`src/rtl/instr_prefetch.sv`:
```
// Instruction prefetch buffer.
// Streams word-addressed fetches into a small FIFO of {pc, ins} entries.
// The consumer sees a registered head entry with a valid/ready handshake.
// A redirect from execute flushes the buffer and restarts fetch at a new pc.
module instr_prefetch #(
    parameter int          DEPTH    = 4,
    parameter logic [31:0] RESET_PC = 32'h0000_0000
) (
    input  logic        clk,
    input  logic        rstd,
    output logic        imem_req,
    output logic [7:0]  imem_addr,
    input  logic [31:0] imem_data,
    input  logic        redirect,
    input  logic [31:0] redirect_pc,
    output logic        ins_valid,
    output logic [31:0] ins,
    output logic [31:0] ins_pc,
    input  logic        ins_ready
);

    localparam int PW = (DEPTH > 1) ? $clog2(DEPTH) : 1;
    localparam int CW = $clog2(DEPTH + 1);
    localparam logic [CW:0] DEPTH_W = (CW + 1)'(DEPTH);

    logic [31:0]   fetch_pc;
    logic [CW-1:0] count;
    logic [PW-1:0] rd_ptr;
    logic [PW-1:0] wr_ptr;
    logic          inflight;
    logic [31:0]   inflight_pc;
    logic [31:0]   last_ins;
    logic [31:0]   last_pc;

    logic [31:0]   mem_ins [DEPTH];
    logic [31:0]   mem_pc  [DEPTH];

    logic          pop;
    logic          wr_en;
    logic [CW:0]   occupancy;

    // Handshake and request gating: a request is only issued when the slot
    // it will eventually occupy is guaranteed free, counting the entry that
    // is leaving this cycle and the response already on its way.
    assign ins_valid = (count != '0);
    assign pop       = ins_valid & ins_ready;
    assign wr_en     = inflight & ~redirect;
    assign occupancy = {1'b0, count} + (CW + 1)'(inflight) - (CW + 1)'(pop);
    assign imem_req  = ~rstd & ~redirect & (occupancy < DEPTH_W);
    assign imem_addr = fetch_pc[7:0];

    // Head entry comes straight from buffer registers; when empty the last
    // shown entry is held so the outputs never glitch to stale storage.
    assign ins    = ins_valid ? mem_ins[rd_ptr] : last_ins;
    assign ins_pc = ins_valid ? mem_pc[rd_ptr]  : last_pc;

    // Fetch pointer, FIFO bookkeeping, in-flight tracking and held head.
    always_ff @(posedge clk or posedge rstd) begin
        if (rstd) begin
            // NOTE: sequential state uses non-blocking assignments so every
            // register samples pre-edge values regardless of statement order.
            fetch_pc    <= RESET_PC;
            count       <= '0;
            rd_ptr      <= '0;
            wr_ptr      <= '0;
            inflight    <= 1'b0;
            inflight_pc <= '0;
            last_ins    <= '0;
            last_pc     <= '0;
        end else begin
            if (ins_valid) begin
                last_ins <= mem_ins[rd_ptr];
                last_pc  <= mem_pc[rd_ptr];
            end
            if (redirect) begin
                // Flush wins over any pop or arriving response this cycle.
                fetch_pc <= redirect_pc;
                count    <= '0;
                rd_ptr   <= '0;
                wr_ptr   <= '0;
                inflight <= 1'b0;
            end else begin
                inflight <= imem_req;
                if (imem_req) begin
                    inflight_pc <= fetch_pc;
                    fetch_pc    <= fetch_pc + 32'd1;
                end
                if (wr_en) begin
                    wr_ptr <= wr_ptr + PW'(1);
                end
                if (pop) begin
                    rd_ptr <= rd_ptr + PW'(1);
                end
                count <= count + CW'(wr_en) - CW'(pop);
            end
        end
    end

    // Buffer storage: written with the response one cycle after its request.
    // NOTE: the storage array has no reset; count and pointers alone decide
    // which entries are meaningful, so clearing the data would be wasted logic.
    always_ff @(posedge clk) begin
        if (wr_en) begin
            mem_ins[wr_ptr] <= imem_data;
            mem_pc[wr_ptr]  <= inflight_pc;
        end
    end

endmodule

```
`config.mk`:
```
export PLATFORM = sky130hd
export DESIGN_NAME = instr_prefetch
export DESIGN_NICKNAME = d
export VERILOG_FILES = /design/src/rtl/instr_prefetch.sv
export SDC_FILE = /design/constraint.sdc
export NUM_CORES = 1
export LEC_CHECK = 0
export BUFFER_PORTS_ARGS = -buffer_cell sky130_fd_sc_hd__buf_2
export CORE_UTILIZATION = 33
export CTS_BUF_LIST = sky130_fd_sc_hd__clkbuf_4 sky130_fd_sc_hd__clkbuf_8
export CTS_CLUSTER_DIAMETER = 100
export CTS_CLUSTER_SIZE = 25
export DETAILED_ROUTE_END_ITERATION = 10
export PLACE_DENSITY = 0.48
export RECOVER_POWER = 25
export REMOVE_ABC_BUFFERS = 1
export SLEW_MARGIN = 20
export SYNTH_ARGS = -nofsm -noshare
export SYNTH_HDL_FRONTEND = slang
export SYNTH_SLANG_ARGS = --single-unit
```
`constraint.sdc`:
```
create_clock -name clk -period 3.8 [get_ports clk]
set_clock_uncertainty 0.15 [all_clocks]
set_input_delay 0.57 -clock clk [delete_from_list [all_inputs] [get_ports clk]]
set_output_delay 0.57 -clock clk [all_outputs]
set_load 0.1 [all_outputs]
```
==> impl_metrics.json, run 1 <==
{
  "h-tree-depth": 1,
  "max_freq_ghz": 0.272,
  "fin_nets": 1078,
  "final_antenna_net_count": 0,
  "reg2reg_from": "count[0]",
  "slew_viol_final": 0,
  "crit_slowest_cell": "dfrtp_1",
  "critical_path_class": "reg -> out",
  "path_buf_inv": 2,
  "layoutNonFillerInstCount": 1611,
  "run_status": "complete, no violations",
  "min_path_cells": 3,
  "synth_warnings": 0,
  "clk_path_buf_depth": 3,
  "async_flop_share_pct": 34.7,
  "grt_max_degree": 48,
  "maxCapViolCount": 0,
  "regArea_um2": 11100,
  "crit_fanout": 6,
  "ys_types": 44,
  "cp.arrival_ns": 2.96,
  "synth.most_common_cell": "edfxtp_1",
  "start_kind": "flop",
  "post-place-ws_ns": 0.342,
  "synth_top_flop_cell": "edfxtp_1",
  "min_period_ns": 3.68,
  "worst_slew_pin_slew_ns": 1.44,
  "netlist.area_leader.share_pct": 50.3,
  "hold_start": "redirect_pc[29]",
  "avgSynthCellArea_um2": 18.4,
  "hpwl_mm": 21.8,
  "grt.total_usage_pct": 15.0,
  "wire_per_inst_um": 21.7,
  "antenna_found_initial": 1,
  "ys_seq_area_share_pct": 72.6,
  "area_growth_pct": 14.6,
  "yosys.area.top_type": "edfxtp_1",
  "synth_edf_count": 256,
  "required_ns": 3.08,
  "grt_pass1_wl_mm": 53.3,
  "synthTopCellsByArea": "edfxtp_1 50%, dfrtp_1 22%, mux4_2 9.4%",
  "postCtsSetupBuffers": 0,
  "die_y_um": 217,
  "die_area_um2": 47100,
  "finalHoldViolCount": 0,
  "fin_crit_sh_pct": 96.7,
  "drive_above_1_share_pct": 36.2,
  "setup.worst_path.end_class": "primary output",
  "worst_r2r_endpoint": "inflight_pc[30]",
  "syn_inst": 831,
  "gp_congestion": 0.728,
  "crit_chain": "or3_4 -> nand2_2 -> or2_2 -> ha_1 -> a31oi_4 -> mux2_4 -> nand2_1 -> inv_1 -> buf_6",
  "cts.clk_slew.worst_paths_ns": 0.15,
  "fillers": 4291,
  "relSlewSlack_pct": 3.93,
  "cts_made_buffers": 19,
  "finalSetupViolCount": 0,
  "dr.pass1.iters": 5,
  "rsz0062_at_grt": "no",
  "wl_mm": 34.9,
  "drcViolationCount": 0,
  "placed_cells": 1555,
  "synthTopCellsByCount": "256 x edfxtp_1, 136 x dfrtp_1, 95 x mux2_2",
  "root_buffer": "clkbuf_8",
  "vias": 7968,
  "gr-total-overflow": 0,
  "cts.sinks": 392,
  "max_stage_delay_ns": 0.47,
  "cts_tree": "yes",
  "drt_iter0_drc": 483,
  "grt_pass1_vias": 8280,
  "clk_latency_ns": 0.59,
  "start_util_pct": 33.6,
  "crit_family": "simple AND/OR/NAND/NOR gates",
  "synth.ff_latch_count": 392,
  "finalWorstSetupSlack_ns": 0.124,
  "io_pins": 142,
  "via_per_inst": 4.95,
  "port_buffers": 141,
  "diodes": 0,
  "synth_area_um2": 15300,
  "ff2ff_path_depth": 10,
  "hold-path-endpoint": "fetch_pc[29]",
  "rows": 78,
  "hp-class": "in -> reg",
  "rrSetupSlack_ns": 0.52,
  "fp.dieW_um": 217,
  "design.core.area_um2": 45500,
  "multi_input_area_um2": 3950
}
[stage by stage]
stage                     hold slack (ns)  cell area (um2)  setup TNS [ns]  utilization (%)
after floorplan                     0.320            15000         -200.53                -
after global placement              0.328            16900               0             37.1
after detailed placement            0.333            16900               0             37.1
after CTS                        0.000960            17500               0             38.5
after global routing               0.0331            17500               0             38.5
final                              0.0706            17500               0             38.5
[layout by cell type (no fill, tap or decap), drive strengths merged, types with 10 or more instances in the layout]
| cell | Yosys | layout |
|---|---|---|
| nand3 | 15 | 15 |
| nand4 | 10 | 10 |
| mux2 | 95 | 95 |
| a31oi | 19 | 19 |
| nand2 | 27 | 27 |
| nor2 | 34 | 34 |
| clkbuf | 28 | 44 |
| inv | 13 | 14 |
| dfrtp | 136 | 136 |
| or4 | 15 | 15 |
| o31ai | 12 | 12 |
| dlygate4sd3 | 0 | 25 |
| mux4 | 64 | 64 |
| edfxtp | 256 | 256 |
| buf | 22 | 159 |
| o311ai | 15 | 15 |
[layer usage]
metal	global-route usage [%]	up-vias	share of wire, %
met3	1.83	36	3.6
met4	3.10	4	1.5
met2	24.0	136	47
li1	-	3597	-
met1	21.9	4195	48
met5	0	-	0.077
[repair_timing]
action | in CTS | in global routing
hold buffers | 24 | 1
resized for setup | 5 | 3
endpoints found under the hold margin | 90 | 1
setup endpoints to repair | 37 | 1
[tightest hold or removal path, stage by stage]
cell and delay (ns):
buf_2 0.10, nor2_1 0.08, a31oi_1 0.04
[flip-flops by register name, indices dropped and copies added (netlist names)]
register     count
inflight_pc     32
mem_ins        128
inflight         1
fetch_pc        32
mem_pc         128
count            3
last_ins        32
wr_ptr           2
rd_ptr           2
last_pc         32
[worst max-delay path by stage]
stage	from	end	cells past startpoint
2_1_floorplan	count[1]	imem_req	8
3_3_place_gp	ins_ready	fetch_pc[6]	10
3_5_place_dp	ins_ready	fetch_pc[6]	10
4_1_cts	count[1]	imem_req	9
5_1_grt	count[0]	imem_req	9
6_report	count[0]	imem_req	9
[cell families after synthesis]
family,count (synthesis),share of synthesized area [%]
compound gates,65,3.10
xor+xnor,7,0.402
fa+ha+maj,9,0.787
buf+inv,64,1.80
flops,392,72.6
mux,161,16.6
simple gates,133,4.70
[final cells by class]
class / instances / area share [%]
multi-input combinational: 375 / 22.6
clock inverter: 2 / 0.0429
inverter: 14 / 0.329
sequential: 392 / 63.4
clock buffer: 29 / 2.00
timing repair buffer: 199 / 7.32
tap: 600 / 4.29
Power of run 1 is left out: the tool's default activity adds up to more than one toggle a clock period on the data nets, which glitch-free logic cannot reach.
==> run 2, diff against run 1 <==
--- a/config.mk
+++ b/config.mk
@@ -5,6 +5,7 @@
 export SDC_FILE = /design/constraint.sdc
 export NUM_CORES = 1
 export LEC_CHECK = 0
+export ABC_AREA = 1
 export BUFFER_PORTS_ARGS = -buffer_cell sky130_fd_sc_hd__buf_2
 export CORE_UTILIZATION = 33
 export CTS_BUF_LIST = sky130_fd_sc_hd__clkbuf_4 sky130_fd_sc_hd__clkbuf_8
@@ -18,3 +19,4 @@
 export SYNTH_ARGS = -nofsm -noshare
 export SYNTH_HDL_FRONTEND = slang
 export SYNTH_SLANG_ARGS = --single-unit
+export TNS_END_PERCENT = 50
==> run 2 against run 1 <==
Die area is 5.0% higher. Sequential share of layout area is 1.8 points lower. Flip-flop and latch count stayed put. Area after synthesis is 5.1% higher. Utilization is 0.83 points lower. Synthesized cell count is 80% higher. Design area is 2.9% higher. Worst hold slack better by 0.0085 ns. Clock-buffer cell count is 3 higher. Global-route usage is 1.1 points higher. Routed wire length is 14% higher. Cell count is 40% higher.
==> impl_metrics.json, run 2 <==
{
  "synth_top_flop_cell": "edfxtp_1",
  "start_util_pct": 33.5,
  "clk_path_buf_depth": 3,
  "reg2reg_from": "count[1]",
  "rows": 80,
  "layoutNonFillerInstCount": 2248,
  "crit_end": "ins[17]",
  "finalHoldViolCount": 0,
  "drt_iter0_drc": 721,
  "final_antenna_net_count": 0,
  "ys_types": 25,
  "max_stage_delay_ns": 0.50,
  "diodes": 0,
  "h-tree-depth": 1,
  "syn_inst": 1499,
  "setup.worst_path.end_class": "primary output",
  "yosys.area.top_type": "edfxtp_1",
  "maxCapViolCount": 0,
  "synth.most_common_cell": "nor2_1",
  "crit_fanout": 48,
  "synth_warnings": 0,
  "wl_mm": 40.0,
  "min_period_ns": 3.45,
  "max_freq_ghz": 0.290,
  "crit_chain": "buf_4 -> nor2_1 -> nor2_1 -> o21ai_0 -> a31oi_1 -> buf_2",
  "wire_per_inst_um": 17.8,
  "synth.ff_latch_count": 392,
  "cts_made_buffers": 19,
  "gr-total-overflow": 0,
  "area_growth_pct": 12.3,
  "fin_crit_sh_pct": 90.7,
  "slew_viol_final": 0,
  "worstSetupStartpoint": "rd_ptr[0]",
  "antenna_found_initial": 0,
  "ff2ff_path_depth": 17,
  "cts_tree": "yes",
  "final_cell_mix": "350 x nor2_1, 256 x edfxtp_1, 240 x nand2_1",
  "design.core.area_um2": 47800,
  "avgSynthCellArea_um2": 10.7,
  "start_kind": "flop",
  "io_pins": 142,
  "gp_congestion": 0.817,
  "relSlewSlack_pct": 47.9,
  "clk_latency_ns": 0.62,
  "synth_edf_count": 256,
  "via_per_inst": 4.76,
  "die_y_um": 222,
  "grt_pass1_vias": 10400,
  "run_status": "complete, no violations",
  "postCtsSetupBuffers": 0,
  "hp-class": "in -> reg",
  "die_area_um2": 49500,
  "synthTopCellsByArea": "edfxtp_1 48%, dfrtp_1 21%, nor2_1 8.3%",
  "vias": 10700,
  "synthTopCellsByCount": "354 x nor2_1, 256 x edfxtp_1, 240 x nand2_1",
  "worst_r2r_endpoint": "fetch_pc[30]",
  "async_flop_share_pct": 34.7,
  "grt_max_degree": 131,
  "ys_seq_area_share_pct": 69.1,
  "rrSetupSlack_ns": 0.91,
  "critical_path_class": "reg -> out",
  "fin_nets": 1697,
  "grt_pass1_wl_mm": 62.1,
  "reg_top3": "mem_ins x128, mem_pc x128",
  "final_util_pct": 37.6,
  "hold_buffers": 23,
  "place_area_um2": 17400,
  "post_cts_resize_count": 0,
  "cp.arrival_ns": 2.73,
  "crit_slowest_cell": "buf_4",
  "worst_slew_pin_slew_ns": 0.782,
  "dr.pass1.iters": 5,
  "netlist.area_leader.share_pct": 47.9,
  "required_ns": 3.08,
  "drive_above_1_share_pct": 11.9,
  "cp_common_cell": "nor2_1",
  "finalSetupViolCount": 0,
  "hpwl_mm": 23.7,
  "fp.dieW_um": 222,
  "grt.total_usage_pct": 16.1,
  "cts.clk_slew.worst_paths_ns": 0.17,
  "root_buffer": "clkbuf_8",
  "synth_area_um2": 16000,
  "drcViolationCount": 0,
  "placed_cells": 2191,
  "rsz0062_at_grt": "no",
  "port_buffers": 141,
  "fin_setup_tns_ns": 0,
  "cts.sinks": 392,
  "stdcell_area_um2": 18000,
  "final_common_cell": "nor2_1",
  "fillers": 4779
}
-- run 2: cell count changes in the layout (fill, tap and decap cells not counted), moves of 15 or more --
cell	previous run	this run
nor2_1	34	350
o21ai_1	0	20
o311ai_0	15	0
mux4_2	64	0
o21ai_0	8	157
mux2_2	94	0
nor3_1	2	23
nand2_1	26	240
nand3_1	15	49
inv_1	12	56
a31oi_1	18	65
-- run 2: cells by family after synthesis --
logic type	after synthesis	share of synthesized area, %
AOI/OAI and AO/OA	249	8.31
xor gates and xnor gates	18	0.983
adders and majority gates	9	0.749
buffers and inverters	150	4.06
DFF	392	69.1
and+or+nand+nor	681	16.8
-- run 2: final cells by class --
| cell class | instances | area (um2) | share of cell area [%] |
|---|---|---|---|
| flip-flops and latches | 392 | 11100 | 61.6 |
| multi-input cells | 957 | 4340 | 24.1 |
| clock buffers | 32 | 359 | 1.99 |
| clock inverters | 2 | 16.3 | 0.0903 |
| repair buffers | 189 | 1200 | 6.66 |
| inverters | 61 | 235 | 1.31 |
| well taps | 615 | 769 | 4.27 |
-- run 2: critical path: cells and delay by family, from the launching register on --
kind | cells | cell delay (ns)
AOI/OAI and AO/OA | 2 | 0.44
buffers and inverters | 2 | 1.00
and+or+nand+nor | 2 | 0.19
DFF | 1 | 0.47
-- run 2: how the worst min path moves through the flow --
stage | start | to | slack, ns | depth (start not counted)
detailed placement | fetch_pc[17] | fetch_pc[17] | 0.35 | 2
floorplan | fetch_pc[17] | fetch_pc[17] | 0.33 | 2
global route | redirect_pc[15] | fetch_pc[15] | 0.05 | 5
CTS | imem_data[11] | mem_ins[1][11] | 0.0001 | 1
global placement | fetch_pc[9] | fetch_pc[9] | 0.34 | 2
finish | redirect_pc[15] | fetch_pc[15] | 0.08 | 5
-- run 2: metal layers --
metal | global-route usage (%) | share of wire [%] | wire (um) | up-vias
met2 | 26.3 | 46 | 18500 | 198
met1 | 23.4 | 49 | 19700 | 5182
met3 | 1.59 | 3.1 | 1260 | 26
li1 | - | - | - | 5297
met4 | 2.83 | 1.1 | 459 | 0
met5 | 0 | 0 | 0 | -
-- run 2: stage by stage --
stage | setup WS [ns] | hold WS, ns
after floorplan | -1.63 | 0.326
after global placement | 0.806 | 0.341
after detailed placement | 0.818 | 0.346
after CTS | 0.167 | 0.000114
after global routing | 0.0447 | 0.0518
final | 0.354 | 0.0791
Power of run 2 is left out for the same reason.
==> run 3, diff against run 2 <==
--- a/config.mk
+++ b/config.mk
@@ -7,12 +7,14 @@
 export LEC_CHECK = 0
 export ABC_AREA = 1
 export BUFFER_PORTS_ARGS = -buffer_cell sky130_fd_sc_hd__buf_2
+export CELL_PAD_IN_SITES_DETAIL_PLACEMENT = 1
+export CELL_PAD_IN_SITES_GLOBAL_PLACEMENT = 2
 export CORE_UTILIZATION = 33
 export CTS_BUF_LIST = sky130_fd_sc_hd__clkbuf_4 sky130_fd_sc_hd__clkbuf_8
 export CTS_CLUSTER_DIAMETER = 100
 export CTS_CLUSTER_SIZE = 25
 export DETAILED_ROUTE_END_ITERATION = 10
-export PLACE_DENSITY = 0.48
+export PLACE_DENSITY = 0.68
 export RECOVER_POWER = 25
 export REMOVE_ABC_BUFFERS = 1
 export SLEW_MARGIN = 20
==> run 3 against run 2 <==
Worst hold slack better by 0.011 ns. Global-route usage grew 1.1 points. Sequential share of layout area fell by 0.77 points. First-iteration DRC count is 28% lower. Design area is 1.3% higher. Fmax fell by 2.4%. Via count up 2.6%. Largest cell class unchanged.
==> impl_metrics.json, run 3 (same netlist as run 2, synthesis figures left out) <==
{
  "regArea_um2": 11100,
  "cts.sinks": 392,
  "fillers": 5300,
  "slew_viol_final": 0,
  "io_pins": 142,
  "reg2reg_from": "count[1]",
  "cts_tree": "yes",
  "final_antenna_net_count": 0,
  "fin_hold_ws_ns": 0.0900,
  "layoutNonFillerInstCount": 2263,
  "reg_top3": "mem_ins x128, mem_pc x128",
  "drt_iter0_drc": 521,
  "antenna_found_initial": 0,
  "switchingPower_mw": 8.46,
  "final_common_cell": "nor2_1",
  "drcViolationCount": 0,
  "vias": 11000,
  "multi_input_area_um2": 4360,
  "gr-total-overflow": 0,
  "wire_per_inst_um": 18.7,
  "die_y_um": 222,
  "design.core.area_um2": 47800,
  "clockPowerShare_pct": 12.5,
  "hpwl_mm": 25.9,
  "ff2ff_path_depth": 18,
  "combPwrFrac_pct": 50.4,
  "worst_slew_pin_slew_ns": 0.782,
  "hold-path-endpoint": "fetch_pc[31]",
  "fin_nets": 1712,
  "cp_common_cell": "inv_1",
  "worst_r2r_endpoint": "fetch_pc[10]",
  "hold_start": "redirect_pc[31]",
  "crit_fanout": 14,
  "area_growth_pct": 13.7,
  "drive_above_1_share_pct": 12.1,
  "crit_slowest_cell": "dfrtp_1",
  "rrSetupSlack_ns": 0.83,
  "grt_pass1_wl_mm": 66.7,
  "min_path_cells": 5,
  "required_ns": 3.08,
  "clk_path_buf_depth": 3,
  "min_period_ns": 3.53,
  "diodes": 0,
  "h-tree-depth": 1,
  "rows": 80,
  "final_cell_mix": "349 x nor2_1, 256 x edfxtp_1, 240 x nand2_1",
  "max_freq_ghz": 0.283,
  "grt_pass1_vias": 11300,
  "maxCapViolCount": 0,
  "powerDensity_nw_per_um2": 868,
  "placed_cells": 2192,
  "die_area_um2": 49500,
  "relSlewSlack_pct": 47.9,
  "grt_max_degree": 130,
  "internal-power_mw": 7.37,
  "cts.clk_slew.worst_paths_ns": 0.16,
  "fin_crit_sh_pct": 92.9,
  "grt.total_usage_pct": 17.2,
  "crit_chain": "inv_1 -> nand2_8 -> nand2_2 -> inv_1 -> nand2_1 -> ha_1 -> nand2_1 -> inv_1 -> nand4_1 -> nand3_1 -> nand2_1 -> nor2_1 -> nand2_4 -> inv_1 -> buf_12",
  "max_stage_delay_ns": 0.40,
  "run_status": "complete, no violations",
  "vdd_drop_max_uv": 446,
  "swShare_pct": 53.4,
  "clk_latency_ns": 0.61,
  "start_kind": "flop",
  "wl_mm": 42.4,
  "via_per_inst": 4.85,
  "port_buffers": 141,
  "gp_congestion": 0.790,
  "hp-class": "in -> reg",
  "start_util_pct": 33.5,
  "finalHoldViolCount": 0,
  "finalSetupViolCount": 0,
  "fp.dieW_um": 222,
  "dr.pass1.iters": 4,
  "leakagePower_nw": 7.01,
  "cp.arrival_ns": 2.81,
  "cts_made_buffers": 20,
  "seqPwrFrac_pct": 37.1,
  "root_buffer": "clkbuf_8",
  "critical_path_class": "reg -> out",
  "setup.worst_path.end_class": "primary output",
  "rsz0062_at_grt": "no"
}
[run 3: cell count changes in the layout (fill, tap and decap cells not counted)]
cell,delta
buf_12,+3
buf_2,-2
buf_4,+2
clkbuf_1,+2
clkbuf_4,-2
clkbuf_8,+2
clkinv_16,+1
dlygate4sd3_1,+9
nand2_2,-1
nand2_8,+1
nor2_1,-1
nor2_4,+1
[run 3: through the flow]
| stage | TNS, ns | instance area [um2] | setup WS (ns) | total power, mW | util, % |
|---|---|---|---|---|---|
| 6_report | 0 | 18200 | 0.268 | 15.8 | 38.1 |
| 5_1_grt | 0 | 18200 | 0.00739 | 16.7 | 38.1 |
| 4_1_cts | 0 | 18200 | 0.0306 | 16.0 | 38.1 |
| 3_5_place_dp | 0 | 17500 | 0.646 | 14.0 | 36.5 |
| 3_3_place_gp | 0 | 17500 | 0.667 | 13.9 | 36.5 |
| 2_1_floorplan | -429.74 | 15600 | -1.63 | 12.2 | - |
[run 3: timing repair]
| item | in CTS | in global routing |
|---|---|---|
| gates resized for setup | 1 | 3 |
| buffers inserted | 0 | 4 |
| pin swaps | 0 | 1 |
| endpoints found under the setup margin | 1 | 1 |
| hold endpoints to repair | 185 | 0 |
| hold buffers | 32 | 0 |
[run 3: cell type report]
cell class | count | share of cell area [%]
clock buffers | 32 | 2.04
well taps | 615 | 4.22
clock inverters | 3 | 0.254
flip-flops and latches | 392 | 60.8
inverters | 61 | 1.29
multi-input cells | 957 | 23.9
repair buffers | 203 | 7.46
[run 3: power groups by stage]
stage	combinational (mW)	clock, mW	sequential [mW]
after global routing	8.49	2.18	5.99
after global placement	7.94	0	5.97
final	7.97	1.98	5.88
after detailed placement	8.02	0	5.99
after CTS	8.06	2.07	5.89
after floorplan	6.02	0	6.18
[run 3: per-layer routing]
metal  track usage (%)  share of wire, %
met4              2.74               1.0
met3              1.64               2.5
met1              24.5                49
met5                 0                 0
met2              28.9                47
[run 3: how the worst max path moves through the flow]
stage,slack (ns),start,cells after the start,end
final,0.27,count[1],15,imem_req
after global routing,0.007,count[0],15,imem_req
after CTS,0.03,count[1],15,imem_req
after detailed placement,0.65,count[1],15,imem_req
after global placement,0.67,count[1],15,imem_req
after floorplan,-1.63,rd_ptr[0],3,ins[0]
[run 3: critical path: cells and delay by family (launching register included)]
family	cells	cell delay, ns
buffers and inverters	5	0.56
flip-flops	1	0.40
AND/OR/NAND/NOR	9	0.99
adder cells (fa/ha/maj)	1	0.29
(Power assumes the default switching activity.)
